## config.mk

```make
export PLATFORM = sky130hd
export DESIGN_NAME = fetch_stage
export DESIGN_NICKNAME = d
export VERILOG_FILES = /design/src/rtl/fetch_stage_pkg.sv /design/src/rtl/fetch_queue.sv /design/src/rtl/fetch_stage.sv
export SDC_FILE = /design/constraint.sdc
export NUM_CORES = 1
export LEC_CHECK = 0
export CAP_MARGIN = 20
export CELL_PAD_IN_SITES_DETAIL_PLACEMENT = 2
export CELL_PAD_IN_SITES_GLOBAL_PLACEMENT = 2
export CORE_MARGIN = 10
export CORE_UTILIZATION = 35
export CTS_BUF_LIST = sky130_fd_sc_hd__clkbuf_4 sky130_fd_sc_hd__clkbuf_8
export CTS_CLUSTER_SIZE = 16
export DETAILED_ROUTE_END_ITERATION = 10
export GPL_TIMING_DRIVEN = 0
export PLACE_DENSITY = 0.88
export SYNTH_ARGS = -nofsm -noshare
export SYNTH_HDL_FRONTEND = slang
export SYNTH_HIERARCHICAL = 1
export SYNTH_SLANG_ARGS = --single-unit
```

## constraint.sdc

```tcl
create_clock -name clk_i -period 8.7 [get_ports clk_i]
set_input_delay 2.175 -clock clk_i [delete_from_list [all_inputs] [get_ports clk_i]]
set_output_delay 2.175 -clock clk_i [all_outputs]
set_load 0.01 [all_outputs]
```

## src/rtl/fetch_stage_pkg.sv

```systemverilog
// rtl/fetch_stage_pkg.sv - shared widths, constants and field helpers for the fetch stage
package fetch_stage_pkg;

  localparam int XLEN = 32;
  localparam logic [XLEN-1:0] DEF_RESET_PC = 32'h0000_0000;
  localparam logic [31:0] INSTR_NOP = 32'h0000_0013;

  typedef struct packed {
    logic [XLEN-1:0] pc;
    logic [31:0]     instr;
  } fetch_entry_t;

  function automatic logic [4:0] rs1_of(input logic [31:0] instr);
    return instr[19:15];
  endfunction

  function automatic logic [4:0] rs2_of(input logic [31:0] instr);
    return instr[24:20];
  endfunction

endpackage

```

## src/rtl/fetch_queue.sv

```systemverilog
// rtl/fetch_queue.sv - registered synchronous FIFO; flush wins over push/pop
module fetch_queue #(
  parameter int W     = 64,
  parameter int DEPTH = 2
) (
  input  logic                     clk_i,
  input  logic                     rst_i,
  input  logic                     flush_i,
  input  logic                     push_i,
  input  logic [W-1:0]             push_data_i,
  input  logic                     pop_i,
  output logic [W-1:0]             head_o,
  output logic                     valid_o,
  output logic [$clog2(DEPTH):0]   occ_o
);

  localparam int AW = $clog2(DEPTH);
  localparam int OW = AW + 1;

  logic [W-1:0]  mem_q [DEPTH];
  logic [AW-1:0] wr_ptr_q, wr_ptr_d;
  logic [AW-1:0] rd_ptr_q, rd_ptr_d;
  logic [OW-1:0] occ_q, occ_d;

  always_comb begin
    wr_ptr_d = wr_ptr_q;
    rd_ptr_d = rd_ptr_q;
    occ_d    = occ_q;
    if (flush_i) begin
      wr_ptr_d = '0;
      rd_ptr_d = '0;
      occ_d    = '0;
    end else begin
      if (push_i) wr_ptr_d = wr_ptr_q + 1'b1;
      if (pop_i)  rd_ptr_d = rd_ptr_q + 1'b1;
      occ_d = occ_q + OW'(push_i) - OW'(pop_i);
    end
  end

  always_ff @(posedge clk_i) begin
    if (rst_i) begin
      wr_ptr_q <= '0;
      rd_ptr_q <= '0;
      occ_q    <= '0;
    end else begin
      wr_ptr_q <= wr_ptr_d;
      rd_ptr_q <= rd_ptr_d;
      occ_q    <= occ_d;
    end
  end

  // Payload storage needs no reset: occupancy alone decides validity.
  always_ff @(posedge clk_i) begin
    if (push_i && !flush_i) mem_q[wr_ptr_q] <= push_data_i;
  end

  assign head_o  = mem_q[rd_ptr_q];
  assign valid_o = (occ_q != '0);
  assign occ_o   = occ_q;

endmodule

```

## src/rtl/fetch_stage.sv

```systemverilog
// rtl/fetch_stage.sv - PC owner, imem issue logic and decode-facing queue head
module fetch_stage
  import fetch_stage_pkg::*;
#(
  parameter logic [XLEN-1:0] RESET_PC = DEF_RESET_PC,
  parameter int              QDEPTH   = 2
) (
  input  logic            clk_i,
  input  logic            rst_i,
  input  logic            redirect_i,
  input  logic [XLEN-1:0] redirect_pc_i,
  output logic            imem_req_o,
  output logic [XLEN-1:0] imem_addr_o,
  input  logic [31:0]     imem_rdata_i,
  input  logic            D_ready_i,
  output logic            F_valid_o,
  output logic [XLEN-1:0] F_pc_o,
  output logic [31:0]     F_instr_o,
  output logic [4:0]      F_rs1_o,
  output logic [4:0]      F_rs2_o
);

  localparam int OW = $clog2(QDEPTH) + 1;
  localparam int LW = OW + 1;

  logic [XLEN-1:0] pc_q, pc_d;
  logic [XLEN-1:0] saved_pc_q, saved_pc_d;
  logic            inflight_q, inflight_d;

  fetch_entry_t    push_entry, head_entry;
  logic            q_valid, push, pop, head_valid;
  logic [OW-1:0]   occ;
  logic [LW-1:0]   level;

  // Head is hidden during reset so the reset cycle never shows stale contents.
  assign head_valid = q_valid & ~rst_i;
  assign pop        = head_valid & D_ready_i & ~redirect_i;
  assign push       = inflight_q & ~redirect_i;

  always_comb begin
    level      = LW'(occ) + LW'(inflight_q) - LW'(pop);
    imem_req_o = ~rst_i & ~redirect_i & (level < LW'(QDEPTH));
    pc_d       = pc_q;
    saved_pc_d = saved_pc_q;
    inflight_d = imem_req_o;
    if (redirect_i) begin
      pc_d = {redirect_pc_i[XLEN-1:2], 2'b00};
    end else if (imem_req_o) begin
      pc_d       = pc_q + 32'd4;
      saved_pc_d = pc_q;
    end
  end

  always_ff @(posedge clk_i) begin
    if (rst_i) begin
      pc_q       <= RESET_PC;
      saved_pc_q <= '0;
      inflight_q <= 1'b0;
    end else begin
      pc_q       <= pc_d;
      saved_pc_q <= saved_pc_d;
      inflight_q <= inflight_d;
    end
  end

  assign imem_addr_o      = pc_q;
  assign push_entry.pc    = saved_pc_q;
  assign push_entry.instr = imem_rdata_i;

  fetch_queue #(
    .W     ($bits(fetch_entry_t)),
    .DEPTH (QDEPTH)
  ) u_queue (
    .clk_i       (clk_i),
    .rst_i       (rst_i),
    .flush_i     (redirect_i),
    .push_i      (push),
    .push_data_i (push_entry),
    .pop_i       (pop),
    .head_o      (head_entry),
    .valid_o     (q_valid),
    .occ_o       (occ)
  );

  always_comb begin
    F_valid_o = head_valid;
    F_pc_o    = '0;
    F_instr_o = INSTR_NOP;
    F_rs1_o   = '0;
    F_rs2_o   = '0;
    if (head_valid) begin
      F_pc_o    = head_entry.pc;
      F_instr_o = head_entry.instr;
      F_rs1_o   = rs1_of(head_entry.instr);
      F_rs2_o   = rs2_of(head_entry.instr);
    end
  end

endmodule
```

==> results.sh, run 1 <==
export IMPL_synthFlopType="edfxtp_1"
export IMPL_drtPass1Iterations=4
export IMPL_top_layer="met4"
export IMPL_vias_per_cell=5.10
export IMPL_dr_first_iter_drc_count=320
export IMPL_end_kind="output pin"
export IMPL_cts_sinks=194
export IMPL_cts_root_buffer_cell="clkbuf_8"
export IMPL_clockBufferDepth=2
export IMPL_num_vias=6213
export IMPL_ant_nets=0
export IMPL_grt_max_degree=35
export IMPL_dr_wl_met2_microns=13700
export IMPL_yosysWarnings=6
export IMPL_layout_drive_gt1_share_pct=15.6
export IMPL_wirelength_microns=26900
export IMPL_antenna_found_initial=0
export IMPL_dieHeight_microns=176
export IMPL_met3_wirelength_microns=1440
export IMPL_vdd_drop_max_mv=0.0656
export IMPL_rows=57
export IMPL_syn_avg_cell_area_sq_um=12.6
export IMPL_htreeDepth=4
export IMPL_startpoint="redirect_i"
export IMPL_met1_length_microns=11000
export IMPL_synth_mux_area_share_pct=11.2
export IMPL_nets=955
export IMPL_cts_buffers_inserted=17
export IMPL_start_util_pct=35.4
export IMPL_setup_tns_ns=0
export IMPL_cts_tree="built"
export IMPL_min_period_over_period_pct=98.0
export IMPL_min_from="saved_pc_q[17]"
export IMPL_max_cap_viol_count=0
export IMPL_rsz0062_at_grt="no"
export IMPL_totalPowerFinal_uw=1750
export IMPL_crit_required_ns=6.53
export IMPL_post_route_util_pct=46.4
export IMPL_worstSkewPairLatency_ns=0.47
export IMPL_synth_top_family_by_area="simple AND/OR/NAND/NOR gates"
export IMPL_ctsHoldBuffers=0
export IMPL_synth_fa_ha_area_share_pct=0.818
export IMPL_final_min_clock_period_ns=8.52
export IMPL_place_port_buffers=171
export IMPL_drc=0
export IMPL_power_per_cell_area_mw_per_mm2=156
export IMPL_wire_per_inst_microns=22.1
export IMPL_synth_edff_count=128
export IMPL_synth_compound_area_share_pct=7.61
export IMPL_crit_type="primary input to output pin"
export IMPL_hold_class="register to register"
export IMPL_place_congestion=0.829
export IMPL_ys_types=57
export IMPL_outcome="finished, final reports clean"
export IMPL_synthSimpleGateAreaFrac_pct=14.7
export IMPL_diodes=0
export IMPL_io_pins=176
export IMPL_yosysSeqAreaShare_pct=60.3
export IMPL_hold_viol_final=0
export IMPL_async_reset_ff_share_pct=0
export IMPL_drv_slew=0
export IMPL_crit_arrival_ns=6.35
export IMPL_synthXorXnorAreaFrac_pct=0.774
export IMPL_grt_first_pass_wirelength_microns=41600
export IMPL_dieArea_sq_mm=0.0311
export IMPL_clock_skew_ns=0.0218
export IMPL_reg2reg_from="u_queue/occ_o[1]"
export IMPL_path_max_fanout=10
export IMPL_globalRouteOverflowTotal=0
export IMPL_leakage_uw=0.00393
export IMPL_synth_seq_cells=194
export IMPL_grt_pass1_vias=7056
export IMPL_grt_usage_pct=17.2
export IMPL_setup_violations_final=0
export IMPL_syn2layout_area_growth_pct=30.9
export IMPL_clk_pin_slew_ns=0.09
export IMPL_hpwl_microns=20400
export IMPL_coreArea_sq_mm=0.0242
export IMPL_fin_ws_ns=0.175
export IMPL_syn_inst=680
export IMPL_dp_slack_ns=-1.18
export IMPL_slew_headroom_pct=32.5
export IMPL_fmax_mhz=117
export IMPL_synth_area_sq_mm=0.00857
export IMPL_worstSetupStartpointType="primary input"
export IMPL_tightestPinTransition_ns=1.00
export IMPL_die_w_microns=176
[synth_stat cells, types with 2 or more instances]
master     number  area share [%]
edfxtp_1      128              45
nand2_1        86             3.8
dfxtp_1        66              15
and2_1         63             4.6
mux2_4         60              11
a21oi_1        51             3.0
clkbuf_1       28             1.2
nand3_1        15            0.88
a31oi_1        14             1.0
inv_1          13            0.57
nor2_1         13            0.57
buf_4          12             1.1
o21ai_0        12            0.70
nand4_1        10            0.73
nor3_1          8            0.47
or3_1           8            0.58
and3_1          7            0.51
buf_12          6             1.4
o211ai_1        6            0.53
nand2b_1        5            0.36
nor4_1          5            0.36
ha_1            4            0.58
mux2_2          4            0.53
a32oi_1         3            0.31
and4_1          3            0.31
buf_1           3            0.13
nor2b_1         3            0.22
nor3b_1         3            0.26
o311ai_0        3            0.31
or2_2           3            0.22
xnor2_1         3            0.31
a222oi_1        2            0.23
a22oi_1         2            0.18
a2bb2oi_1       2            0.20
a41oi_1         2            0.20
buf_6           2            0.26
xor2_1          2            0.20
[path summary, 6_finish.rpt]
kind | end | cells past startpoint | slack, ns
worst max-delay path | imem_req_o | 13 | 0.18
worst min-delay path | u_queue/mem_q[0][49] | 0 | 0.47
worst max register to register | imem_addr_o[16] | 14 | 4.20
worst min register to register | u_queue/mem_q[0][49] | 0 | 0.47
[per-stage QoR]
step / hold slack, ns / cells / cell area, sq um
2_1_floorplan: 0.425 / 685 / 8590
3_3_place_gp: 0.435 / 1180 / 10700
3_5_place_dp: 0.446 / 1187 / 10800
4_1_cts: 0.466 / 1219 / 11200
5_1_grt: 0.488 / 1219 / 11200
6_report: 0.468 / 1219 / 11200
[final cells by class]
cell class | instances | area [sq um]
repair buffers | 179 | 1810
clock inverters | 12 | 134
flip-flops and latches | 194 | 5160
inverters | 13 | 52.6
clock buffers | 20 | 256
plain buffers | 50 | 357
multi-input cells | 427 | 3040
fillers | 2382 | 13000
well taps | 324 | 405
[cells by family (layout without fill, tap and decap cells)]
kind of cell	Yosys count	in the layout
AO/OA/AOI/OAI	106	106
buffers and inverters	64	274
other	1	6
AND/OR/NAND/NOR	239	239
XOR/XNOR	6	6
multiplexers	65	65
adder cells (fa/ha/maj)	5	5
flip-flops	194	194
[layer usage]
layer  up-vias  track usage (%)
met2       177             30.7
met4         0             6.65
met1      3132             19.6
met5         -                0
li1       2858                -
met3        46             3.97
[critical path, cell delays in order]
cell and delay [ns]:
clkdlybuf4s50_1 0.63, clkbuf_4 0.29, inv_1 0.15, clkbuf_2 0.29, and3_1 0.30, ha_1 0.31, nand2b_1 0.16, fa_1 0.54
nor3b_2 0.28, nand2_1 0.20, clkinvlp_4 0.15, buf_2 0.25, clkdlybuf4s50_1 0.59
[sequential cells by signal, indices dropped and copies added, names as in the netlist, named ones only]
register          cells
u_queue/wr_ptr_q      1
u_queue/occ_o         2
u_queue/mem_q       128
saved_pc_q           30
imem_addr_o          30
inflight_q            1
u_queue/rd_ptr_q      1
[power by group]
group / switching, uW / internal, uW / leakage [uW]
logic: 70.3 / 72.5 / 0.00197
registers: 22.5 / 996 / 0.00177
clock network: 324 / 266 / 0.000186
total: 416 / 1330 / 0.00393
[timing repair]
| item | CTS | global route |
|---|---|---|
| hold endpoints to repair | 0 | 0 |
| setup endpoints to repair | 1 | 0 |
| buffers inserted | 1 | 0 |
| gates resized for setup | 9 | 0 |
[cells in the final DEF (no fill, tap or decap), types with 3 or more instances in the layout]
master / Yosys / routed
clkbuf_1: 28 / 23
clkinvlp_4: 0 / 6
clkbuf_8: 0 / 17
clkbuf_4: 0 / 5
edfxtp_1: 128 / 128
mux2_4: 60 / 60
conb_1: 1 / 6
and2_1: 63 / 63
nor2_1: 13 / 13
nand2b_1: 5 / 5
o211ai_1: 6 / 6
clkdlybuf4s50_1: 0 / 171
mux2_2: 4 / 4
and4_1: 3 / 3
o311ai_0: 3 / 3
nand4_1: 10 / 10
buf_4: 12 / 13
nand3_1: 15 / 15
dfxtp_1: 66 / 66
a21oi_1: 51 / 51
inv_1: 13 / 12
buf_6: 2 / 8
o21ai_0: 12 / 12
nor3_1: 8 / 8
nor2b_1: 3 / 3
and3_1: 7 / 7
ha_1: 4 / 4
or2_2: 3 / 3
nor4_1: 5 / 5
a31oi_1: 14 / 14
buf_12: 6 / 7
nand2_1: 86 / 86
a32oi_1: 3 / 3
xnor2_1: 3 / 3
or3_1: 8 / 8
Power figures use the tool's default switching activity.
==> inputs of run 2 (changes only) <==
--- a/config.mk
+++ b/config.mk
@@ -8,7 +8,6 @@
 export CAP_MARGIN = 20
 export CELL_PAD_IN_SITES_DETAIL_PLACEMENT = 2
 export CELL_PAD_IN_SITES_GLOBAL_PLACEMENT = 2
-export CORE_MARGIN = 10
 export CORE_UTILIZATION = 35
 export CTS_BUF_LIST = sky130_fd_sc_hd__clkbuf_4 sky130_fd_sc_hd__clkbuf_8
 export CTS_CLUSTER_SIZE = 16
==> constraint.sdc (replaced) <==
create_clock -name clk_i -period 8.7 [get_ports clk_i]
set_input_delay 1.74 -clock clk_i [delete_from_list [all_inputs] [get_ports clk_i]]
set_output_delay 1.74 -clock clk_i [all_outputs]
set_load 0.01 [all_outputs]
==> run 2 against run 1 <==
Effect of this change:
- global-route usage up 4.1 points
- critical path depth unchanged
- combinational power about the same
- power up 2.0%
- non-clock buffer count down 2
- final cell count down 0.57%
- die area down 19%
- fmax up 1.7%
- sequential share of layout area about the same
==> results.sh, run 2 (synthesized netlist as in run 1, its figures left out) <==
export IMPL_outcome="finished, final reports clean"
export IMPL_cts_root_buffer_cell="clkbuf_8"
export IMPL_wirelength_microns=25800
export IMPL_drv_slew=0
export IMPL_power_per_cell_area_mw_per_mm2=159
export IMPL_place_inst=1181
export IMPL_rsz0062_at_grt="no"
export IMPL_cts_buffers_inserted=17
export IMPL_largest_reg_flops=128
export IMPL_fin_ws_ns=0.322
export IMPL_worstSkewPairLatency_ns=0.47
export IMPL_post_cts_buffers=0
export IMPL_path_max_fanout=15
export IMPL_dp_slack_ns=-0.298
export IMPL_end_kind="output pin"
export IMPL_num_vias=6228
export IMPL_final_min_clock_period_ns=8.38
export IMPL_r2r_end="saved_pc_q[29]"
export IMPL_tightestPinTransition_ns=1.04
export IMPL_hold_class="register to register"
export IMPL_reg2reg_from="u_queue/occ_o[1]"
export IMPL_dieArea_sq_mm=0.0251
export IMPL_startpoint="rst_i"
export IMPL_clk_pin_slew_ns=0.11
export IMPL_io_pins=176
export IMPL_ant_nets=0
export IMPL_start_util_pct=36.1
export IMPL_register_area_sq_mm=0.00516
export IMPL_crit_required_ns=6.96
export IMPL_rows=56
export IMPL_worstSetupStartpointType="primary input"
export IMPL_hold_viol_final=0
export IMPL_crit_type="primary input to output pin"
export IMPL_cp_common_cell="clkdlybuf4s50_1"
export IMPL_grt_first_pass_wirelength_microns=39500
export IMPL_min_period_over_period_pct=96.3
export IMPL_vias_per_cell=5.14
export IMPL_crit_path_top_delay_cell="clkdlybuf4s50_1"
export IMPL_top_register="u_queue/mem_q"
export IMPL_leakage_uw=0.00394
export IMPL_place_port_buffers=171
export IMPL_fin_cells=1212
export IMPL_max_cap_viol_count=0
export IMPL_r2r_cells=13
export IMPL_diodes=0
export IMPL_syn2layout_area_growth_pct=30.9
export IMPL_use_met1_pct=25.0
export IMPL_cts_tree="built"
export IMPL_hpwl_microns=19200
export IMPL_clockBufferDepth=2
export IMPL_globalRouteOverflowTotal=0
export IMPL_wire_per_inst_microns=21.3
export IMPL_setup_violations_final=0
export IMPL_fillers=2351
export IMPL_die_w_microns=158
export IMPL_crit_path_max_incr_delay_ns=0.64
export IMPL_layout_drive_gt1_share_pct=15.1
export IMPL_clock_skew_ns=0.0210
export IMPL_cp_depth=13
export IMPL_htreeDepth=4
export IMPL_dieHeight_microns=158
export IMPL_layout_common_cells="171 x clkdlybuf4s50_1, 128 x edfxtp_1, 86 x nand2_1"
export IMPL_met2_usage_pct=38.2
export IMPL_antenna_found_initial=0
export IMPL_grt_usage_pct=21.3
export IMPL_cp_cell_sequence="clkdlybuf4s50_1 > clkbuf_1 > nor2b_1 > clkbuf_2 > and3_1 > ha_1 > nand2b_1 > fa_1 > nor3b_1 > nand2_1 > clkinvlp_4 > buf_1 > clkdlybuf4s50_1"
export IMPL_vdd_drop_max_mv=0.0653
export IMPL_drtPass1Iterations=5
export IMPL_drc=0
export IMPL_timing_critical_path_buf_inv=6
export IMPL_crit_arrival_ns=6.64
export IMPL_fmax_mhz=119
export IMPL_totalPowerFinal_uw=1790
export IMPL_critPathCapture="imem_req_o"
export IMPL_coreArea_sq_mm=0.0238
export IMPL_cts_sinks=194
export IMPL_final_common_cell="clkdlybuf4s50_1"
export IMPL_multiInputGateArea_sq_mm=0.00304
export IMPL_use_met3_pct=4.79
export IMPL_grt_pass1_vias=6854
export IMPL_worst_r2r_setup_slack_ns=4.13
export IMPL_place_congestion=0.844
export IMPL_nets=953
export IMPL_dr_first_iter_drc_count=306
export IMPL_grt_max_degree=36
export IMPL_cp_top_family="buffers and inverters"
export IMPL_slew_headroom_pct=30.4
export IMPL_grt_busiest_layer="met2"
## run 2: where the power goes
group	total, uW	internal, uW	switching [uW]	leakage, uW
Sequential	1020	997	23.0	0.00177
Combinational	140	71.6	68.7	0.00195
Clock	626	272	355	0.000219
## run 2: cell type report
cell class / count / area share, %
Tap cell: 319 / 3.56
Clock inverter: 15 / 1.72
Timing Repair Buffer: 177 / 15.9
Buffer: 50 / 3.11
Sequential cell: 194 / 46.1
Inverter: 13 / 0.469
Clock buffer: 17 / 2.09
Multi-Input combinational cell: 427 / 27.1
## run 2: metal layers
metal / up-vias / wire length, microns
li1: 2855 / -
met1: 3101 / 10300
met2: 227 / 13300
met3: 45 / 1680
met4: 0 / 575
met5: - / 0
## run 2: worst min-delay path by stage
stage / slack [ns] / start / depth (start not counted) / to
finish: 0.47 / saved_pc_q[24] / 0 / u_queue/mem_q[0][56]
detailed placement: 0.44 / saved_pc_q[5] / 0 / u_queue/mem_q[0][37]
floorplan: 0.43 / saved_pc_q[2] / 0 / u_queue/mem_q[0][34]
global route: 0.47 / saved_pc_q[24] / 0 / u_queue/mem_q[1][56]
global placement: 0.43 / saved_pc_q[5] / 0 / u_queue/mem_q[0][37]
CTS: 0.47 / saved_pc_q[24] / 0 / u_queue/mem_q[0][56]
## run 2: repair_timing
item	in CTS	in global routing
pin swaps	0	0
resized for setup	1	5
setup endpoints to repair	1	1
hold buffers	0	0
## run 2: metrics by stage
step                hold slack [ns]  utilization [%]  setup TNS [ns]  area, sq um
floorplan                     0.425                -               0         8590
global placement              0.433             45.0         -170.35        10700
detailed placement            0.443             45.4          -0.298        10800
CTS                           0.469             47.2               0        11200
global route                  0.474             47.2               0        11200
finish                        0.466             47.2               0        11200
## run 2: worst register-to-register path, cell delays in order (launching register included)
cell        delay [ns]
dfxtp_1           0.49
or2_2             0.16
nor2b_1           0.29
clkbuf_2          0.40
and3_1            0.30
ha_1              0.25
nand2b_1          0.16
fa_1              0.54
nor3b_1           0.37
nand2_1           0.26
clkinvlp_4        0.32
buf_1             0.56
nand2_1           0.24
a21oi_1           0.19
